--- src/rtl/bfp_pkg.sv ---
// Shared types and helpers for the block-floating-point shift tracker:
// legal width/code pairs, the split shift code, the merge rule and exponent saturation.
package bfp_pkg;

    localparam int SHAMTBITS_W8  = 4;
    localparam int SHAMTBITS_W16 = 5;

    // Left field sized for the widest legal code so one struct serves both widths
    localparam int LEFT_BITS = SHAMTBITS_W16 - 1;

    typedef struct packed {
        logic                 right;
        logic [LEFT_BITS-1:0] left;
    } shamt_code_t;

    localparam int CODE_BITS = $bits(shamt_code_t);

    typedef enum logic {
        IDLE,
        ACCUM
    } frame_state_t;

    function automatic int legal_shamtbits(input int width);
        if (width == 8) begin
            return SHAMTBITS_W8;
        end else if (width == 16) begin
            return SHAMTBITS_W16;
        end
        return 0;
    endfunction

    // A pending right shift dominates: once any right bit is seen the headroom is meaningless
    function automatic shamt_code_t merge_codes(input shamt_code_t a, input shamt_code_t b);
        shamt_code_t m;
        m.right = a.right | b.right;
        m.left  = (a.left < b.left) ? a.left : b.left;
        if (m.right) begin
            m.left = '0;
        end
        return m;
    endfunction

    function automatic int exp_sat_add(input int acc, input int delta, input int expbits);
        int lo;
        int hi;
        int sum;
        lo  = -(1 << (expbits - 1));
        hi  = (1 << (expbits - 1)) - 1;
        sum = acc + delta;
        if (sum > hi) begin
            sum = hi;
        end else if (sum < lo) begin
            sum = lo;
        end
        return sum;
    endfunction

endpackage

--- src/rtl/shamt_min_tree.sv ---
// Combinational OR/MIN reduction of N shift codes as a balanced binary tree.
// N must be a power of two; used both across ports and for folding a beat into a frame.
module shamt_min_tree
    import bfp_pkg::*;
#(
    parameter int N = 4
) (
    input  logic [N*CODE_BITS-1:0] codes,
    output logic [CODE_BITS-1:0]   result
);

    // Heap layout: leaves at N..2N-1, node i combines children 2i and 2i+1
    always_comb begin
        shamt_code_t nodes [2*N];
        nodes[0] = '0;
        for (int i = 0; i < N; i++) begin
            nodes[N+i] = codes[i*CODE_BITS +: CODE_BITS];
        end
        for (int i = N - 1; i >= 1; i--) begin
            nodes[i] = merge_codes(nodes[2*i], nodes[2*i+1]);
        end
        result = nodes[1];
    end

endmodule

--- src/rtl/bfp_shamt_tracker.sv ---
// Per-beat and per-stage shift decisions for a block-floating-point FFT stream.
// Define BFP_EXP_ACC_EN to build the signed block-exponent accumulator on exp_o.
module bfp_shamt_tracker
    import bfp_pkg::*;
#(
    parameter int WIDTH     = 8,
    parameter int PORTS     = 4,
    parameter int SHAMTBITS = 4,
    parameter int EXPBITS   = 8
) (
    input  logic                   clk,
    input  logic                   rst,
    input  logic                   s_tvalid,
    output logic                   s_tready,
    input  logic                   s_tlast,
    input  logic [PORTS*WIDTH-1:0] s_data,
    input  logic [PORTS*SHAMTBITS-1:0] s_shamt,
    output logic                   m_tvalid,
    input  logic                   m_tready,
    output logic                   m_tlast,
    output logic [PORTS*WIDTH-1:0] m_data,
    output logic [SHAMTBITS-1:0]   m_shamt,
    output logic                   frame_valid_o,
    output logic [SHAMTBITS-1:0]   frame_shamt_o,
    input  logic                   exp_clr_i,
    output logic [EXPBITS-1:0]     exp_o
);

    if (WIDTH != 8 && WIDTH != 16) begin : g_bad_width
        $error("bfp_shamt_tracker: WIDTH must be 8 or 16");
    end
    if (SHAMTBITS != legal_shamtbits(WIDTH)) begin : g_bad_shamtbits
        $error("bfp_shamt_tracker: SHAMTBITS does not match WIDTH");
    end
    if (PORTS < 2 || PORTS > 16 || (PORTS & (PORTS - 1)) != 0) begin : g_bad_ports
        $error("bfp_shamt_tracker: PORTS must be a power of two from 2 to 16");
    end

    function automatic shamt_code_t to_code(input logic [SHAMTBITS-1:0] raw);
        shamt_code_t c;
        c.right = raw[SHAMTBITS-1];
        c.left  = LEFT_BITS'(raw[SHAMTBITS-2:0]);
        return c;
    endfunction

    function automatic logic [SHAMTBITS-1:0] from_code(input shamt_code_t c);
        return {c.right, c.left[SHAMTBITS-2:0]};
    endfunction

    logic [PORTS*CODE_BITS-1:0] in_codes;
    shamt_code_t                beat_code;
    logic [SHAMTBITS-1:0]       beat_shamt;

    for (genvar p = 0; p < PORTS; p++) begin : g_code
        assign in_codes[p*CODE_BITS +: CODE_BITS] = to_code(s_shamt[p*SHAMTBITS +: SHAMTBITS]);
    end

    shamt_min_tree #(.N(PORTS)) u_beat_tree (
        .codes  (in_codes),
        .result (beat_code)
    );

    assign beat_shamt = from_code(beat_code);

    logic                   skid_valid;
    logic                   skid_last;
    logic [PORTS*WIDTH-1:0] skid_data;
    logic [SHAMTBITS-1:0]   skid_shamt;
    logic                   accept;
    logic                   pop;
    logic [1:0]             count_next;

    assign accept     = s_tvalid & s_tready;
    assign pop        = m_tvalid & m_tready;
    assign count_next = 2'(m_tvalid) + 2'(skid_valid) + 2'(accept) - 2'(pop);

    // The output register is the head entry; the skid entry only fills while the head is stalled
    always_ff @(posedge clk) begin
        if (rst) begin
            s_tready   <= 1'b0;
            m_tvalid   <= 1'b0;
            m_tlast    <= 1'b0;
            m_data     <= '0;
            m_shamt    <= '0;
            skid_valid <= 1'b0;
            skid_last  <= 1'b0;
            skid_data  <= '0;
            skid_shamt <= '0;
        end else begin
            s_tready <= (count_next != 2'd2);
            if (pop || !m_tvalid) begin
                if (skid_valid) begin
                    m_tvalid   <= 1'b1;
                    m_tlast    <= skid_last;
                    m_data     <= skid_data;
                    m_shamt    <= skid_shamt;
                    skid_valid <= accept;
                    if (accept) begin
                        skid_last  <= s_tlast;
                        skid_data  <= s_data;
                        skid_shamt <= beat_shamt;
                    end
                end else begin
                    m_tvalid <= accept;
                    if (accept) begin
                        m_tlast <= s_tlast;
                        m_data  <= s_data;
                        m_shamt <= beat_shamt;
                    end
                end
            end else if (accept) begin
                skid_valid <= 1'b1;
                skid_last  <= s_tlast;
                skid_data  <= s_data;
                skid_shamt <= beat_shamt;
            end
        end
    end

    frame_state_t         state;
    shamt_code_t          acc_code;
    shamt_code_t          out_code;
    shamt_code_t          merged_code;
    logic [SHAMTBITS-1:0] frame_decision;
    logic [SHAMTBITS-1:0] frame_shamt_q;

    assign out_code = to_code(m_shamt);

    shamt_min_tree #(.N(2)) u_frame_merge (
        .codes  ({out_code, acc_code}),
        .result (merged_code)
    );

    // Frames are folded as beats leave, so the decision is ready exactly when the tlast beat departs
    assign frame_decision = (state == ACCUM) ? from_code(merged_code) : m_shamt;
    assign frame_valid_o  = pop & m_tlast;
    assign frame_shamt_o  = frame_valid_o ? frame_decision : frame_shamt_q;

    always_ff @(posedge clk) begin
        if (rst) begin
            state         <= IDLE;
            acc_code      <= '0;
            frame_shamt_q <= '0;
        end else if (pop) begin
            if (m_tlast) begin
                state         <= IDLE;
                frame_shamt_q <= frame_decision;
            end else begin
                state    <= ACCUM;
                acc_code <= (state == ACCUM) ? merged_code : out_code;
            end
        end
    end

`ifdef BFP_EXP_ACC_EN
    logic signed [EXPBITS-1:0] exp_q;
    shamt_code_t               frame_code;
    int                        frame_delta;
    int                        exp_base;

    assign frame_code = to_code(frame_decision);

    always_comb begin
        frame_delta = frame_code.right ? 1 : -int'(frame_code.left);
        exp_base    = exp_clr_i ? 0 : int'(exp_q);
    end

    always_ff @(posedge clk) begin
        if (rst) begin
            exp_q <= '0;
        end else if (frame_valid_o) begin
            exp_q <= EXPBITS'(exp_sat_add(exp_base, frame_delta, EXPBITS));
        end else if (exp_clr_i) begin
            exp_q <= '0;
        end
    end

    assign exp_o = exp_q;
`else
    logic unused_exp_clr;
    assign unused_exp_clr = exp_clr_i;
    assign exp_o          = '0;
`endif

endmodule

--- config.mk ---
export PLATFORM = sky130hd
export DESIGN_NAME = bfp_shamt_tracker
export DESIGN_NICKNAME = d
export VERILOG_FILES = /design/src/rtl/bfp_pkg.sv /design/src/rtl/shamt_min_tree.sv /design/src/rtl/bfp_shamt_tracker.sv
export SDC_FILE = /design/constraint.sdc
export NUM_CORES = 1
export LEC_CHECK = 0
export CORE_MARGIN = 5
export CORE_UTILIZATION = 42
export CTS_CLUSTER_DIAMETER = 60
export DETAILED_ROUTE_END_ITERATION = 16
export PLACE_DENSITY = 0.68
export SYNTH_ARGS = -nofsm -noshare
export SYNTH_HDL_FRONTEND = slang
export SYNTH_SLANG_ARGS = --single-unit
--- constraint.sdc ---
create_clock -name clk -period 5.3 [get_ports clk]
set_clock_uncertainty 0.15 [all_clocks]
set_input_delay 0.795 -clock clk [delete_from_list [all_inputs] [get_ports clk]]
set_output_delay 0.795 -clock clk [all_outputs]
set_load 0.05 [all_outputs]
==> metrics <==
Post-Route WL 9133 um; DPL Wire Length 6297 um; IO Pins 106; TritonCTS buffer count 9; Setup WS pre-CTS 1.373 ns; num rows 35; CP arrival 2.83 ns; synth warn 0; CP startpoint kind input port; Worst R2R Setup Slack 2.71 ns; mapped cell area 3909 um2; R2R Path End s_tready$_SDFF_PP0_; register area 1723 um2; initial drt markers 64; H-tree levels 3; Worst R2R Start skid_valid$_SDFFE_PP0P_; crit path from m_tready; Port Buffers 96; Leak 1.800 nW; Finished Cell Area 5101 um2; Fillers 895; Yosys reg bits 86; 1st-pass router iterations 4; gate count of the mapped netlist 464; gr ovfl total 0; critical path peak fanout 5; Total GRT Usage 0.1603; crit share post-route 0.7118; kind of critical path input port to output pin; Die H 106.5 um; Cell variety after synth 39; Seq/Total Area, Yosys 0.4405; clock sink total 86; # resized after CTS 0; worst slew pin tran 1.088 ns; CTS tree done; Area growth syn-to-layout 30.51%; final weighted congestion in routability-driven placement 0.7545; Post-CTS Setup Bufs 0; worst vdd ir 0.0001454 V; initial antenna violation count 0; hold slack 0.3079 ns; Yosys top cell by area dfxtp_1; P_int 0.001029 W; post-route ant nets 0; final setup margin 1.527 ns; Clk pwr share 0.317; outcome complete, no violations; Max Root-Sink Buffers 2; Total Nets Final 608; first-pass GRT wire length 14860 um; root buffer cell clkbuf_8; Setup TNS Final 0 ns; Slew HR 0.2683; area taken by multi-input logic gates 1997 um2; NetSw 0.0004469 W; max-capacitance violation count 0; Setup crit end frame_shamt_o[1]; fin crit period 3.773 ns; CP Capture Type output pin; RSZ-0062 raised after global routing false; synth top area cells dfxtp_1, mux2i_1, nand2_1, a211oi_1, a21oi_1; WP data required 4.36 ns; Core ar. 9153 um2; Antenna diodes 0; die width 106.5 um; Hold-fix buffers, CTS 0; vias in the first global route 3270; layout cells sized above 1 0.05292; Sw Ratio 0.3027; Final Slew Violations 0; vias per cell 5.108; Yosys top cell area share 0.4405; die area 11340 um2; Initial Util 0.4271; final setup vio count 0; pin count of the biggest net entering global routing 45; R2R depth 8; Clock Latency Late Sink 0.35 ns; pwr/cell area 289.4 nW/um2; Seq pwr share 0.469; Fin. Hold Viols 0; Mean Syn Cell Area 8.424 um2; vias 3366; DR WL/cell 13.86 um; Logic pwr share 0.214; clk slew on worst S/H paths 0.09 ns; DRC errors left 0; dpl cell area 4901 um2; Max Clock Freq 0.2651 GHz; Worst Hold Class flip-flop to flip-flop
==> through the flow <==
| step | cells | power (W) | util |
|---|---|---|---|
| 6_report | 659 | 0.001476 | 0.5573 |
| 5_1_grt | 659 | 0.001542 | 0.5573 |
| 4_1_cts | 659 | 0.001492 | 0.5573 |
| 3_5_place_dp | 643 | 0.001026 | 0.5355 |
| 3_3_place_gp | 643 | 0.001020 | 0.5355 |
| 2_1_floorplan | 471 | 0.0009127 | - |
==> synthesized netlist by cell type (all sizes together) <==
cell type  instances
a2111oi            1
a211oi            34
a21oi             44
a22oi              3
a311oi             4
and2               2
and3               2
and3b              1
buf               11
clkbuf            28
conb               1
dfxtp             86
fa                 1
ha                10
inv               15
mux2               2
mux2i             41
nand2             83
nand2b             3
nand3              2
nand3b             1
nand4              2
nor2              53
nor2b              7
nor3               5
nor4               1
o21a               1
o21ai             13
o221ai             1
o31ai              3
o41ai              1
or2b               1
xnor2              1
==> sequential cells by signal, summed over array words and instances, names as in the netlist <==
| register | cells |
|---|---|
| s_tready | 1 |
| frame_shamt_q | 4 |
| m_tvalid | 1 |
| m_shamt | 4 |
| skid_last | 1 |
| skid_shamt | 4 |
| skid_data | 32 |
| acc_code | 4 |
| m_data | 32 |
| state | 1 |
| skid_valid | 1 |
| m_tlast | 1 |
==> cell type report <==
| cell class | instances | area share |
|---|---|---|
| Inverter | 15 | 0.01104 |
| Clock inverter | 4 | 0.01079 |
| Multi-Input combinational cell | 331 | 0.3915 |
| Tap cell | 111 | 0.02723 |
| Sequential cell | 86 | 0.3377 |
| Timing Repair Buffer | 100 | 0.1933 |
| Clock buffer | 12 | 0.02845 |
==> how the worst min path moves through the flow <==
stage	start	end	slack (ns)	cells past startpoint
2_1_floorplan	skid_data[0]$_SDFFE_PP0P_	skid_data[0]$_SDFFE_PP0P_	0.29	2
3_3_place_gp	skid_data[2]$_SDFFE_PP0P_	skid_data[2]$_SDFFE_PP0P_	0.29	2
3_5_place_dp	skid_data[31]$_SDFFE_PP0P_	skid_data[31]$_SDFFE_PP0P_	0.30	2
4_1_cts	skid_data[31]$_SDFFE_PP0P_	skid_data[31]$_SDFFE_PP0P_	0.31	2
5_1_grt	skid_data[4]$_SDFFE_PP0P_	skid_data[4]$_SDFFE_PP0P_	0.33	2
6_report	skid_data[31]$_SDFFE_PP0P_	skid_data[31]$_SDFFE_PP0P_	0.31	2
==> layout by cell type, fill, tap and decap left out, types with 4 or more instances in the layout <==
cell type,netlist,layout
a211oi_1,34,34
a21oi_1,44,44
a311oi_1,4,4
buf_4,8,4
clkbuf_8,0,10
clkdlybuf4s50_1,0,95
conb_1,1,8
dfxtp_1,86,85
ha_1,10,10
inv_1,14,14
mux2i_1,41,41
nand2_1,83,83
nor2_1,53,52
nor2b_1,7,7
nor3_1,5,5
o21ai_0,5,5
o21ai_1,7,6
==> power groups by stage <==
stage                     Sequential (W)  Combinational, W  Clock [W]
after global placement          0.000707          0.000313          0
after detailed placement        0.000708          0.000318          0
final                           0.000693          0.000316   0.000467
after CTS                       0.000693          0.000319   0.000479
after global routing            0.000697          0.000339   0.000506
after floorplan                 0.000790          0.000123          0
==> critical path, stage by stage <==
cell and delay (ns):
clkdlybuf4s50_1 0.49, nand2_1 0.09, inv_1 0.10, nand2_1 0.13
inv_2 0.12, nand2_1 0.09, o21ai_1 0.18, clkdlybuf4s50_1 0.82
==> cells by family after synthesis <==
kind of cell | share of synthesized area
muxes | 0.1108
xor gates and xnor gates | 0.002241
DFF | 0.4405
adders and majority gates | 0.03713
AOI/OAI and AO/OA | 0.1754
and+or+nand+nor | 0.1729
other | 0.0009594
buffers and inverters | 0.06018
==> layer usage <==
metal / up-vias / share of wire / global-route usage
met5: - / 0 / 0
met3: 8 / 0.045 / 0.04797
met2: 62 / 0.50 / 0.2801
li1: 1739 / - / -
met4: 0 / 0.011 / 0.04932
met1: 1557 / 0.44 / 0.1886
Note: power is estimated with default switching activity, not from simulation.
